**src/rtl/hazard_ctrl.sv**
```systemverilog
// hazard_ctrl
//   Pipeline hazard controller for a 5-stage in-order core. It generates the
//   stall and flush controls for load-use hazards, EX-stage redirects and
//   data-memory wait states. A memory wait that lasts too long parks the
//   block in a sticky TIMEOUT state. Only reset leaves that state.
//
// Ports
//   clk, rst            : clock; asynchronous active-high reset
//   id_rs1/id_rs2       : source registers of the instruction in ID
//   id_use_rs1/rs2      : the ID instruction actually reads rs1 / rs2
//   ex_rd               : destination register in ID/EX
//   ex_reg_write        : EX instruction writes the register file
//   ex_result_src       : EX result source (2'b01 = load)
//   ex_redirect         : EX resolved a taken branch / jal / jalr
//   dmem_busy           : data memory not ready, so the pipeline freezes
//   stall_*             : hold the PC / named pipeline register
//   flush_*             : zero the named pipeline register on the next edge
//   timeout_err         : sticky memory-wait timeout flag
//   stall_cycles        : saturating count of cycles with stall_pc=1
//   flush_events        : saturating count of redirect flush cycles
//   dbg_state_o         : current FSM state (0 RUN, 1 MEM_WAIT, 2 TIMEOUT)
//   dbg_wait_cnt_o      : cycles spent in MEM_WAIT (holds 255 in TIMEOUT)
//
// Handshake note: there is no valid/ready pair here. dmem_busy acts as a
// level "not ready" from memory. While it is high, every pipeline register
// holds and nothing is flushed. Work resumes in the first cycle it is low.
module hazard_ctrl (
  input  logic        clk,
  input  logic        rst,
  input  logic [4:0]  id_rs1,
  input  logic [4:0]  id_rs2,
  input  logic        id_use_rs1,
  input  logic        id_use_rs2,
  input  logic [4:0]  ex_rd,
  input  logic        ex_reg_write,
  input  logic [1:0]  ex_result_src,
  input  logic        ex_redirect,
  input  logic        dmem_busy,
  output logic        stall_pc,
  output logic        stall_ifid,
  output logic        stall_idex,
  output logic        stall_exmem,
  output logic        flush_ifid,
  output logic        flush_idex,
  output logic        timeout_err,
  output logic [15:0] stall_cycles,
  output logic [15:0] flush_events,
  output logic [1:0]  dbg_state_o,
  output logic [7:0]  dbg_wait_cnt_o
);

  typedef enum logic [1:0] {
    S_RUN      = 2'd0,
    S_MEM_WAIT = 2'd1,
    S_TIMEOUT  = 2'd2,
    S_ILLEGAL  = 2'd3
  } state_e;

  localparam logic [1:0]  RES_SRC_LOAD = 2'b01;
  localparam logic [7:0]  WAIT_MAX     = 8'd255;
  localparam logic [15:0] CNT_MAX      = 16'hFFFF;

  state_e      state_q;
  logic [7:0]  wait_cnt_q;
  logic        timeout_err_q;
  logic [15:0] stall_cycles_q, stall_cycles_d;
  logic [15:0] flush_events_q, flush_events_d;

  logic load_use;
  logic freeze;
  logic redirect_act;
  logic bubble;

  // x0 is hardwired to zero, so a load "writing" it never creates a hazard.
  always_comb begin
    load_use = ex_reg_write && (ex_result_src == RES_SRC_LOAD) && (ex_rd != 5'd0) &&
               ((id_use_rs1 && (id_rs1 == ex_rd)) || (id_use_rs2 && (id_rs2 == ex_rd)));
  end

  // Priority: TIMEOUT / memory freeze > redirect > load-use bubble.
  // A redirect seen during the freeze is not latched. EX is frozen, so
  // ex_redirect is still asserted once dmem_busy drops.
  always_comb begin
    freeze       = (state_q == S_TIMEOUT) || dmem_busy;
    redirect_act = !freeze && ex_redirect;
    bubble       = !freeze && !ex_redirect && load_use;
  end

  // Outputs are forced low while reset is held, whatever the inputs do.
  always_comb begin
    stall_pc    = !rst && (freeze || bubble);
    stall_ifid  = !rst && (freeze || bubble);
    stall_idex  = !rst && freeze;
    stall_exmem = !rst && freeze;
    flush_ifid  = !rst && redirect_act;
    flush_idex  = !rst && (redirect_act || bubble);
  end

  always_comb begin
    stall_cycles_d = stall_cycles_q;
    if (stall_pc && (stall_cycles_q != CNT_MAX)) begin
      stall_cycles_d = stall_cycles_q + 16'd1;
    end
    flush_events_d = flush_events_q;
    if (redirect_act && (flush_events_q != CNT_MAX)) begin
      flush_events_d = flush_events_q + 16'd1;
    end
  end

  always_ff @(posedge clk or posedge rst) begin
    if (rst) begin
      state_q        <= S_RUN;
      wait_cnt_q     <= 8'd0;
      timeout_err_q  <= 1'b0;
      stall_cycles_q <= 16'd0;
      flush_events_q <= 16'd0;
    end else begin
      stall_cycles_q <= stall_cycles_d;
      flush_events_q <= flush_events_d;
      case (state_q)
        S_RUN: begin
          if (dmem_busy) begin
            state_q    <= S_MEM_WAIT;
            wait_cnt_q <= 8'd1;
          end
        end
        S_MEM_WAIT: begin
          if (!dmem_busy) begin
            state_q    <= S_RUN;
            wait_cnt_q <= 8'd0;
          end else if (wait_cnt_q == WAIT_MAX) begin
            // Counter stays at 255 rather than wrapping.
            state_q       <= S_TIMEOUT;
            timeout_err_q <= 1'b1;
          end else begin
            wait_cnt_q <= wait_cnt_q + 8'd1;
          end
        end
        S_TIMEOUT: begin
          state_q <= S_TIMEOUT;
        end
        default: begin
          state_q    <= S_RUN;
          wait_cnt_q <= 8'd0;
        end
      endcase
    end
  end

  assign timeout_err    = timeout_err_q;
  assign stall_cycles   = stall_cycles_q;
  assign flush_events   = flush_events_q;
  assign dbg_state_o    = state_q;
  assign dbg_wait_cnt_o = wait_cnt_q;

endmodule

```
**config.mk**
```make
export PLATFORM = sky130hd
export DESIGN_NAME = hazard_ctrl
export DESIGN_NICKNAME = d
export VERILOG_FILES = /design/src/rtl/hazard_ctrl.sv
export SDC_FILE = /design/constraint.sdc
export NUM_CORES = 1
export LEC_CHECK = 0
export ABC_AREA = 1
export CAP_MARGIN = 20
export CORE_MARGIN = 5
export CORE_UTILIZATION = 50
export DETAILED_ROUTE_END_ITERATION = 8
export PLACE_DENSITY = 0.82
export SYNTH_ARGS = -nofsm -noshare
export SYNTH_HDL_FRONTEND = slang
export SYNTH_SLANG_ARGS = --single-unit
export TNS_END_PERCENT = 50
```
**constraint.sdc**
```tcl
create_clock -name clk -period 2.7 [get_ports clk]
set_clock_uncertainty 0.2 [all_clocks]
set_input_delay 0.27 -clock clk [delete_from_list [all_inputs] [get_ports clk]]
set_output_delay 0.27 -clock clk [all_outputs]
set_load 0.005 [all_outputs]
```
# After elaboration in Yosys (flattened, before gate mapping)
# Index checks and enable logic that the tools add are counted.
word_totals:
  register_bits: 43
  inputBits: 24
  elab_cells: 54
op_classes:
  n_addsub: 3
  n_eq_ne: 11
  muxes: 8
  bitwise: 1
  n_reduce_logical: 26
op_table:
  columns: ["cell", "n"]
  rows:
  - ["16-bit by 1-bit adder with 16-bit output (second input constant)", 2]
  - ["16-bit != test (second input constant)", 2]
  - ["8-bit two-way mux", 3]
  - ["8-bit case mux with 3 select lines", 1]
  - ["1-bit logical AND", 14]
  - ["5-bit == test", 2]
  - ["8-bit by 1-bit adder with 8-bit output (second input constant)", 1]
  - ["8-bit == test (second input constant)", 1]
  - ["2-bit two-way mux", 3]
  - ["3-bit != test (second input constant)", 2]
  - ["2-bit case mux with 3 select lines", 1]
  - ["3-bit AND reduction", 2]
  - ["5-bit nonzero test", 1]
  - ["2-bit by 1-bit == test with 1-bit output (second input constant)", 2]
  - ["1-bit logical OR", 4]
  - ["1-bit zero test", 3]
  - ["2-bit == test (second input constant)", 1]
  - ["2-bit zero test", 1]
  - ["2-bit != test (second input constant)", 1]
  - ["2-bit AND reduction", 1]
  - ["1-bit NOT", 1]

# Logic depth before layout (Yosys ltp)
depth:
  depth_word: 8
  depth_mapped: 12

# Worst setup path before layout
# Ideal clock, no wire load.
synth_timing:
  path_kind: "reg2out"
  from: "register state_q[0], in the netlist dbg_state_o[0]"
  to: "output port stall_pc"
  arrival_time_ns: 1.439
  required_ns: 2.230
  path_slack_ns: 0.791
  stages_incl_launch_ff: 10
  path_buffers: 2
  cell_sequence: "dfrtp_1 inv_1 nand2_1 nand2_1 inv_1 nor2_1 inv_1 nand2_1 buf_2 buf_4"
synth_via:
  elab_chain_cells: 7
synth_lines:
  columns: ["element", "line_no", "rtl"]
  rows:
  - ["from (decl)", "63", "state_e state_q;"]
  - ["from (signal assigned)", "112", "state_q <= S_RUN;"]
  - ["from (signal assigned)", "123", "state_q <= S_MEM_WAIT;"]
  - ["from (signal assigned)", "129", "state_q <= S_RUN;"]
  - ["2-bit == test (*)", "84", "freeze = (state_q == S_TIMEOUT) || dmem_busy;"]
  - ["1-bit logical OR (*)", "84", null]
  - ["1-bit zero test", "86", "bubble = !freeze && !ex_redirect && load_use;"]
  - ["1-bit logical AND (2 in series)", "86", null]
  - ["1-bit logical OR (*)", null, null]
  - ["1-bit logical AND (*)", null, null]
  - ["to (decl)", "39", "output logic stall_pc,"]
# Every way passes the cells marked *; elsewhere a longest branch is shown, timed or not.

# Final worst setup path
layout_timing:
  from: "input port ex_rd[0]"
  to: "output port stall_pc"
layout_via:
  elab_chain_cells: 7
  elab_cells_between_ends: 11
  cone_classes: "eq/ne: 2; reduce/logical: 9"
layout_lines:
  columns: ["element", "line_no", "rtl"]
  rows:
  - ["from (decl)", "34", "input logic [4:0] ex_rd,"]
  - ["5-bit == test", "77", "((id_use_rs1 && (id_rs1 == ex_rd)) || (id_use_rs2 && (id_rs2 == ex_rd)));"]
  - ["1-bit logical AND", "77", null]
  - ["1-bit logical OR", "77", null]
  - ["1-bit logical AND (*)", "76", "load_use = ex_reg_write && (ex_result_src == RES_SRC_LOAD) && (ex_rd != 5'd0) &&"]
  - ["1-bit logical AND (*)", "86", null]
  - ["1-bit logical OR (*)", "91", "stall_pc = !rst && (freeze || bubble);"]
  - ["1-bit logical AND (*)", "91", null]
# Marked as above.

==> metrics.yaml <==
run_status:
  outcome: "finished clean"
floorplanning:
  pin_count: 73
  rows: 26
  die_w_um: 83.3
  core-area_mm2: 0.00517
  die_area_mm2: 0.00694
  dieHeight_um: 83.3
  initial_core_util_pct: 51.9
timing:
  worst_pin_slew_ns: 0.407
  rsz0062_at_grt: "false"
  report.final.slew_viol_count: 0
  slew_headroom_pct: 72.8
  fmax_mhz: 412
  fin_crit_sh_pct: 90.0
  hold_viol: 0
  setup-tns-final_ns: 0
  finalSetupViolations: 0
  period_needed_ns: 2.43
routing:
  wirelength_um: 6520
  drc: 0
  ant_nets: 0
  dr.pass1.iters: 4
  vias: 2640
  avgRoutedWirePerCell_um: 12.1
  vias_per_cell: 4.90
  drt_iter0_drc: 104
yosys:
  netlist_instances: 392
  synth_top_area_share_pct: 40.1
  synth-async-reset-ratio_pct: 100
  synth_nets: 419
  netlist_area_mm2: 0.00269
  synthTopCellsByArea: "dfrtp_1 40%, nand2_1 19%, inv_1 8.2%"
  synth_edf_count: 0
  yosysSeqAreaShare_pct: 40.1
  syn_area_per_cell_um2: 6.85
  ys.flop_type: "dfrtp_1"
  synthDistinctLibCells: 28
  ys_warn_count: 0
  synth_top_area_cell: "dfrtp_1"
  ys_ff_latch: 43
cells_and_area:
  area_delta_synth_final_pct: 33.9
  n_antenna_cell: 0
  final_nets: 495
  layout-drive-gt1-share_pct: 3.84
  nFillCells: 439
clock_network:
  cts_buffers: 5
  cts.path.max_buffers: 2
  clkTransAtPathRegs_ns: 0.09
  ctsResizeCount: 0
  cts_tree: "built"
  cts_root_buf: "clkbuf_8"
  hold_buffers: 0
  cts_num_sinks: 43
  cts_setup_buffers: 0
  cts_max_level: 2
  clock_latency_ns: 0.30
critical_path:
  cp_data_required_time_ns: 2.23
  r2r_start: "flush_events[0]"
  critPathKind: "in2out"
  endpoint_kind: "output port"
  cp_max_fo: 5
  r2r_end: "flush_events[2]"
  worst_setup_path_start_kind: "input port"
  worstRegToRegCells: 8
  rrSetupSlack_ns: 0.48
  crit_arrival_ns: 1.96
power:
  p_per_area_mw_per_mm2: 408
  irDropWorstVdd_uv: 350
  leakage_nw: 1.83
  power_w: 0.00147
placed_design:
  hpwl_um: 5070
  port_buffers: 72
  place_congestion: 0.874
global_route:
  grtUsageTotal_pct: 19.1
  grt.overflow.total: 0
  first_global_vias: 2487
  grt_pass1_wl_um: 11100
  antenna_found_initial: 0
  grt_max_degree: 27
hold_path:
  hold_path_class: "in2async"
run:
  maxCapViolCount: 0
==> Yosys cell counts (2+ instances only) <==
cell type	n
nor3_1	11
nand2_1	133
o21ai_0	12
nand3_1	40
buf_4	2
nand4_1	7
nor2_1	43
xnor2_1	4
inv_1	59
buf_2	3
dfrtp_1	43
ha_1	3
xor2_1	16
a21oi_1	2
==> area by class of cell <==
class	instances	area, um2	share of cell area, %
Sequential cell	43	1080	29.9
Multi-Input combinational cell	283	1350	37.6
Timing Repair Buffer	75	743	20.7
Clock buffer	5	68.8	1.91
Tap cell	70	87.6	2.44
Clock inverter	3	43.8	1.22
Inverter	60	225	6.27
==> through the flow <==
stage,worst slack (ns),cells,area (um2),utilization (%),hold slack [ns]
after CTS,0.261,539,3590,69.5,0.226
after global routing,0.133,539,3590,69.5,0.294
after floorplan,0.791,392,2690,-,0.238
after global placement,0.297,531,3480,67.3,0.247
after detailed placement,0.262,531,3480,67.3,0.254
final,0.270,539,3590,69.5,0.222
==> cell usage in the layout, fill, tap and decap left out, types with 2 or more instances in the layout <==
master and instances:
o21ai_0 12, nand2_1 133, inv_1 59, ha_1 3, nand4_1 7, buf_4 3, xnor2_1 4, nor3_1 11
xor2_1 16, nand3_1 40, clkbuf_8 5, clkdlybuf4s50_1 72, nor2_1 43, a21oi_1 2, dfrtp_1 43
==> metal layers <==
layer | wire length, um | vias to the layer above | GRT usage, %
met5 | 0 | - | 0
met4 | 51 | 0 | 5.50
met2 | 3270 | 57 | 33.1
met3 | 290 | 6 | 3.56
met1 | 2900 | 1206 | 24.1
li1 | - | 1371 | -
==> worst max path at each step <==
| stage | start | endpoint | slack (ns) | cells past startpoint |
|---|---|---|---|---|
| floorplan | dbg_state_o[0] | stall_pc | 0.79 | 9 |
| global placement | ex_rd[3] | stall_pc | 0.30 | 10 |
| detailed placement | ex_rd[0] | stall_pc | 0.26 | 10 |
| CTS | ex_rd[0] | stall_pc | 0.26 | 10 |
| global route | dbg_state_o[0] | stall_pc | 0.13 | 8 |
| finish | ex_rd[0] | stall_pc | 0.27 | 10 |
==> cell families (layout without fill, tap and decap cells) <==
family	Yosys count	in the layout	share of synthesized area [%]
simple gates	240	240	38.1
buf+inv	66	143	9.65
flops	43	43	40.1
compound gates	20	20	4.29
xor+xnor	20	20	6.52
fa+ha+maj	3	3	1.40
==> flip-flops by register name, summed over array words and instances (netlist names) <==
register and count:
flush_events 16, dbg_state_o 2, dbg_wait_cnt_o 8, timeout_err 1, stall_cycles 16
==> power breakdown <==
group / switching, W / internal [W]
Clock: 0.000233 / 0.000276
Combinational: 0.0000994 / 0.000136
Sequential: 0.0000484 / 0.000675
==> worst max-delay path: stages <==
cell and delay [ns]:
clkdlybuf4s50_1 0.55, inv_1 0.06, nand2_1 0.05, nand2_1 0.05
nor2_1 0.11, nand3_1 0.08, nand2_1 0.07, nand2_1 0.06
nand2_1 0.13, clkdlybuf4s50_1 0.53
No activity file was read; power rests on OpenSTA's default activity.
